==> src/rtl/video2ram.sv <==
// Capture-side writer: turns the incoming pixel stream into line-buffer RAM writes and requests output start.
// Optional build macro VIDEO2RAM_TEST_PATTERN_EN replaces pixel data with a position-derived pattern.
module video2ram #(
  parameter int H_START      = 138,
  parameter int H_ACTIVE     = 640,
  parameter int V_START      = 35,
  parameter int V_START_LD   = 18,
  parameter int TRIGGER_LINE = 2
) (
  input  logic        clock,
  input  logic        reset,
  input  logic [7:0]  red,
  input  logic [7:0]  green,
  input  logic [7:0]  blue,
  input  logic        hsync,
  input  logic        vsync,
  input  logic        line_doubler,
  output logic [11:0] wraddr,
  output logic [31:0] wrdata,
  output logic        wren,
  output logic        starttrigger
);

  typedef enum logic [1:0] {WAIT_VSYNC, CAPTURE, RUNNING} state_t;

  localparam logic [11:0] H_LO      = 12'(H_START);
  localparam logic [11:0] H_HI      = 12'(H_START + H_ACTIVE);
  localparam logic [9:0]  V_LO_FULL = 10'(V_START);
  localparam logic [9:0]  V_LO_LD   = 10'(V_START_LD);
  localparam logic [9:0]  TRIG_LN   = 10'(TRIGGER_LINE);

  state_t      state_reg, state_next;
  logic [7:0]  red_q_reg, green_q_reg, blue_q_reg;
  logic        hs_q_reg, vs_q_reg, hs_prev_reg, vs_prev_reg, ld_q_reg;
  logic [11:0] x_reg, x_next;
  logic [9:0]  y_reg, y_next;
  logic [11:0] wraddr_reg, wraddr_next;
  logic [31:0] wrdata_reg, wrdata_next;
  logic        wren_reg, wren_next;
  logic        trig_reg, trig_next;

  logic        hs_fall, vs_fall, ld_change, visible;
  logic [9:0]  v_lo, v_hi, px, ln;
  logic [31:0] pix_data;

  always_ff @(posedge clock or negedge reset) begin
    if (!reset) begin
      red_q_reg   <= '0;
      green_q_reg <= '0;
      blue_q_reg  <= '0;
      hs_q_reg    <= 1'b1;
      vs_q_reg    <= 1'b1;
      hs_prev_reg <= 1'b1;
      vs_prev_reg <= 1'b1;
      ld_q_reg    <= 1'b0;
      state_reg   <= WAIT_VSYNC;
      x_reg       <= '0;
      y_reg       <= '0;
      wraddr_reg  <= '0;
      wrdata_reg  <= '0;
      wren_reg    <= 1'b0;
      trig_reg    <= 1'b0;
    end else begin
      red_q_reg   <= red;
      green_q_reg <= green;
      blue_q_reg  <= blue;
      hs_q_reg    <= hsync;
      vs_q_reg    <= vsync;
      hs_prev_reg <= hs_q_reg;
      vs_prev_reg <= vs_q_reg;
      ld_q_reg    <= line_doubler;
      state_reg   <= state_next;
      x_reg       <= x_next;
      y_reg       <= y_next;
      wraddr_reg  <= wraddr_next;
      wrdata_reg  <= wrdata_next;
      wren_reg    <= wren_next;
      trig_reg    <= trig_next;
    end
  end

  always_comb begin
    hs_fall   = hs_prev_reg & ~hs_q_reg;
    vs_fall   = vs_prev_reg & ~vs_q_reg;
    ld_change = line_doubler != ld_q_reg;

    // Counters saturate so a missing sync can never wrap back into the window.
    if (hs_fall)              x_next = '0;
    else if (x_reg == 12'hFFF) x_next = x_reg;
    else                       x_next = x_reg + 12'd1;

    if (vs_fall)                          y_next = '0;
    else if (hs_fall && y_reg != 10'h3FF) y_next = y_reg + 10'd1;
    else                                  y_next = y_reg;

    v_lo    = ld_q_reg ? V_LO_LD : V_LO_FULL;
    v_hi    = v_lo + (ld_q_reg ? 10'd240 : 10'd480);
    px      = 10'(x_next - H_LO);
    ln      = y_next - v_lo;
    visible = (x_next >= H_LO) && (x_next < H_HI) && (y_next >= v_lo) && (y_next < v_hi);

`ifdef VIDEO2RAM_TEST_PATTERN_EN
    pix_data = {px[7:0], ln[7:0], px[7:0] ^ ln[7:0], 8'h00};
`else
    pix_data = {red_q_reg, green_q_reg, blue_q_reg, 8'h00};
`endif

    state_next  = state_reg;
    trig_next   = trig_reg;
    wren_next   = 1'b0;
    wraddr_next = wraddr_reg;
    wrdata_next = wrdata_reg;

    unique case (state_reg)
      WAIT_VSYNC: if (vs_fall) state_next = CAPTURE;
      CAPTURE: begin
        if (hs_fall && !vs_fall && ln == TRIG_LN) begin
          state_next = RUNNING;
          trig_next  = 1'b1;
        end
      end
      RUNNING: trig_next = 1'b1;
      default: state_next = WAIT_VSYNC;
    endcase

    if (state_reg != WAIT_VSYNC && visible) begin
      wren_next   = 1'b1;
      wraddr_next = ld_q_reg ? {ln[1:0], px} : {2'b00, px};
      wrdata_next = pix_data;
    end

    // A source-mode switch invalidates the buffered geometry: restart from the next frame.
    if (ld_change) begin
      state_next = WAIT_VSYNC;
      trig_next  = 1'b0;
      wren_next  = 1'b0;
      x_next     = '0;
      y_next     = '0;
    end
  end

  assign wraddr       = wraddr_reg;
  assign wrdata       = wrdata_reg;
  assign wren         = wren_reg;
  assign starttrigger = trig_reg;

endmodule

==> config.mk <==
export PLATFORM = sky130hd
export DESIGN_NAME = video2ram
export DESIGN_NICKNAME = d
export VERILOG_FILES = /design/src/rtl/video2ram.sv
export SDC_FILE = /design/constraint.sdc
export NUM_CORES = 1
export LEC_CHECK = 0
export CORE_MARGIN = 3
export CORE_UTILIZATION = 45
export DETAILED_ROUTE_END_ITERATION = 10
export PLACE_DENSITY = 0.78
export SYNTH_ARGS = -nofsm -noshare
export SYNTH_HDL_FRONTEND = slang
export SYNTH_SLANG_ARGS = --single-unit
==> constraint.sdc <==
create_clock -name clock -period 4 [get_ports clock]
set_input_delay 0.8 -clock clock [delete_from_list [all_inputs] [get_ports clock]]
set_output_delay 0.8 -clock clock [all_outputs]
set_load 0.02 [all_outputs]
==> reports/qor.yml <==
drc_errors: 0
globalRoute.totalOverflow: 0
yosysWarnings: 0
grt_pass1_wl_um: 15700
synth-seq-cells: 91
cts_num_sinks: 91
drt-wirelength-per-cell_um: 16.0
avgViaCountPerCell: 5.36
worst_pin_slew_ns: 0.804
drive_gt1_share_pct: 18.2
cts_setup_buffers: 0
status: "completed"
cap_violations: 0
cts-root-buf: "clkbuf_8"
slowest_delay_ns: 0.41
cts.repair.resized: 0
dp_hpwl_um: 6540
cts_tree: "done"
cellPowerDensity_mw_per_mm2: 356
ir_worst_vdd_v: 0.000270
cts_buffers: 9
required_ns: 4.25
critPathCaptureType: "register"
start_kind: "register"
netlist_area_sq_mm: 0.00438
antenna_left: 0
die_x_um: 105
grt_usage_pct: 17.6
fmax_mhz: 265
path_delay_family: "compound AO/OA/AOI/OAI gates"
pre_cts_slack_ns: 0.299
grt_max_degree: 69
fin_skew_ns: 0.0110
first_global_vias: 3233
synthArstFlopShare_pct: 100
place_inst: 559
combPwrFrac_pct: 13.7
cp.arrival_ns: 4.02
cts_hold_buf: 0
fin_ws_ns: 0.230
routed_wl_um: 9180
port_buffers: 66
setup_tns_ns: 0
rows: 35
final_common_cell: "dfrtp_1"
fill_cells: 791
p_sw_share_pct: 26.5
die_area_sq_mm: 0.0110
synth_cell_types: 67
p_switching_uw: 502
netlist_instances: 371
relSlewSlack_pct: 46.4
p_clk_share_pct: 33.5
initial_core_util_pct: 46.8
firstDrtPassIters: 5
antennaDiodeCount: 0
worst-setup-path-type: "register to register"
coreArea_sq_mm: 0.00937
slew_violations: 0
clockBufferDepth: 2
clk_latency_ns: 0.36
finalNetCount: 478
antenna_found_initial: 0
vias: 3079
hold_viol: 0
final_cell_mix: "87 x dfrtp_1, 65 x clkdlybuf4s50_1, 39 x nor2_1"
min_path_type: "register to register"
synth-seq-area-share_pct: 52.1
rsz0062_at_grt: "false"
p_int_uw: 1390
fin_util_pct: 56.8
path_max_fanout: 15
leakage_uw: 0.00241
synth_edf_count: 0
synth_area_per_cell_sq_um: 11.8
h-tree-depth: 3
pwr-share-seq_pct: 52.8
gp_congestion: 0.901
drtIter0Drc: 182
synth_ff_type: "dfrtp_1"
area_growth_pct: 21.4
worstPathCellList: "ha_1 > nand3_1 > nor3_4 > nor2_1 > xnor2_1 > nand2_1 > ha_1 > nand2_1 > o21ai_0 > o22ai_1 > a31oi_1 > o211ai_1 > a21oi_4 > o21ai_4 > buf_4 > mux2_4"
path_clk_slew_ns: 0.09
largest_reg_flops: 24
ios: 75
fp.dieH_um: 105
critical_path_buf_inv_count: 1
setup_viol: 0
fin_crit_sh_pct: 94.2
fin_cells: 574
slowest_stage: "nor3_4"
period_needed_ns: 3.77
==> stage by stage <==
stage               hold slack, ns  power (uW)  instance area, sq um
floorplan                    0.358        1150                  4410
global placement             0.363        1270                  5120
detailed placement           0.369        1280                  5120
CTS                          0.383        1910                  5320
global route                 0.390        1970                  5320
finish                       0.381        1890                  5320
==> routing by layer <==
layer	global-route usage (%)	wire length (um)
met5	0	0
met4	4.12	72
met3	5.74	605
met2	29.7	4610
met1	22.1	3900
==> kinds of logic (layout without fill, tap and decap cells) <==
group | count (synthesis) | count (layout) | share of synthesized area, %
AOI/OAI and AO/OA | 63 | 63 | 10.6
xor gates and xnor gates | 8 | 8 | 1.60
adders and majority gates | 9 | 9 | 2.51
buffers and inverters | 31 | 98 | 4.45
DFF | 91 | 91 | 52.1
muxes | 43 | 43 | 13.2
other | 1 | 8 | 0.0856
and+or+nand+nor | 125 | 125 | 15.4
==> synthesized netlist by cell type (all sizes together) (3+ instances only) <==
library cell,number,area share [%]
nand4,5,1.1
nor3,14,1.9
or3,3,0.54
a31oi,4,0.91
a21oi,14,2.0
o21ai,16,2.3
inv,10,0.86
o2111ai,3,0.60
nand3,15,1.7
mux2,36,12
dfstp,4,2.4
and4,3,0.60
nand4b,3,0.60
xnor2,4,0.80
nand2,18,1.5
dfrtp,87,50
clkbuf,5,0.43
and2,5,0.80
buf,16,3.2
o211ai,5,0.86
ha,8,2.3
nor2,39,3.3
mux2i,7,1.6
o31ai,3,0.51
xor2,4,0.80
nor2b,3,0.43
and3,3,0.43
nand2b,5,0.71
==> final timing paths <==
kind                            cells past startpoint      endpoint  slack [ns]     start
worst min register to register                      0   vs_prev_reg        0.38  vs_q_reg
worst min-delay path                                0   vs_prev_reg        0.38  vs_q_reg
worst max-delay path                               16    wrdata[21]        0.23  y_reg[1]
min in group asynchronous                           1  red_q_reg[5]        0.52     reset
max in group asynchronous                           2      hs_q_reg        2.62     reset
worst max register to register                     16    wrdata[21]        0.23  y_reg[1]
==> layout make-up <==
| class | count | area, sq um | share of cell area [%] |
|---|---|---|---|
| well taps | 129 | 161 | 3.03 |
| repair buffers | 73 | 711 | 13.4 |
| flip-flops and latches | 91 | 2280 | 42.9 |
| clock buffers | 9 | 124 | 2.33 |
| inverters | 10 | 37.5 | 0.706 |
| clock inverters | 6 | 72.6 | 1.36 |
| multi-input cells | 256 | 1930 | 36.3 |
==> power groups by stage <==
stage | Combinational [uW] | Sequential (uW) | Clock [uW]
after floorplan | 103 | 1040 | 0
after global placement | 254 | 1020 | 0
after detailed placement | 262 | 1020 | 0
after CTS | 263 | 1000 | 649
after global routing | 281 | 1010 | 687
final | 260 | 999 | 634
(Power assumes the default switching activity.)
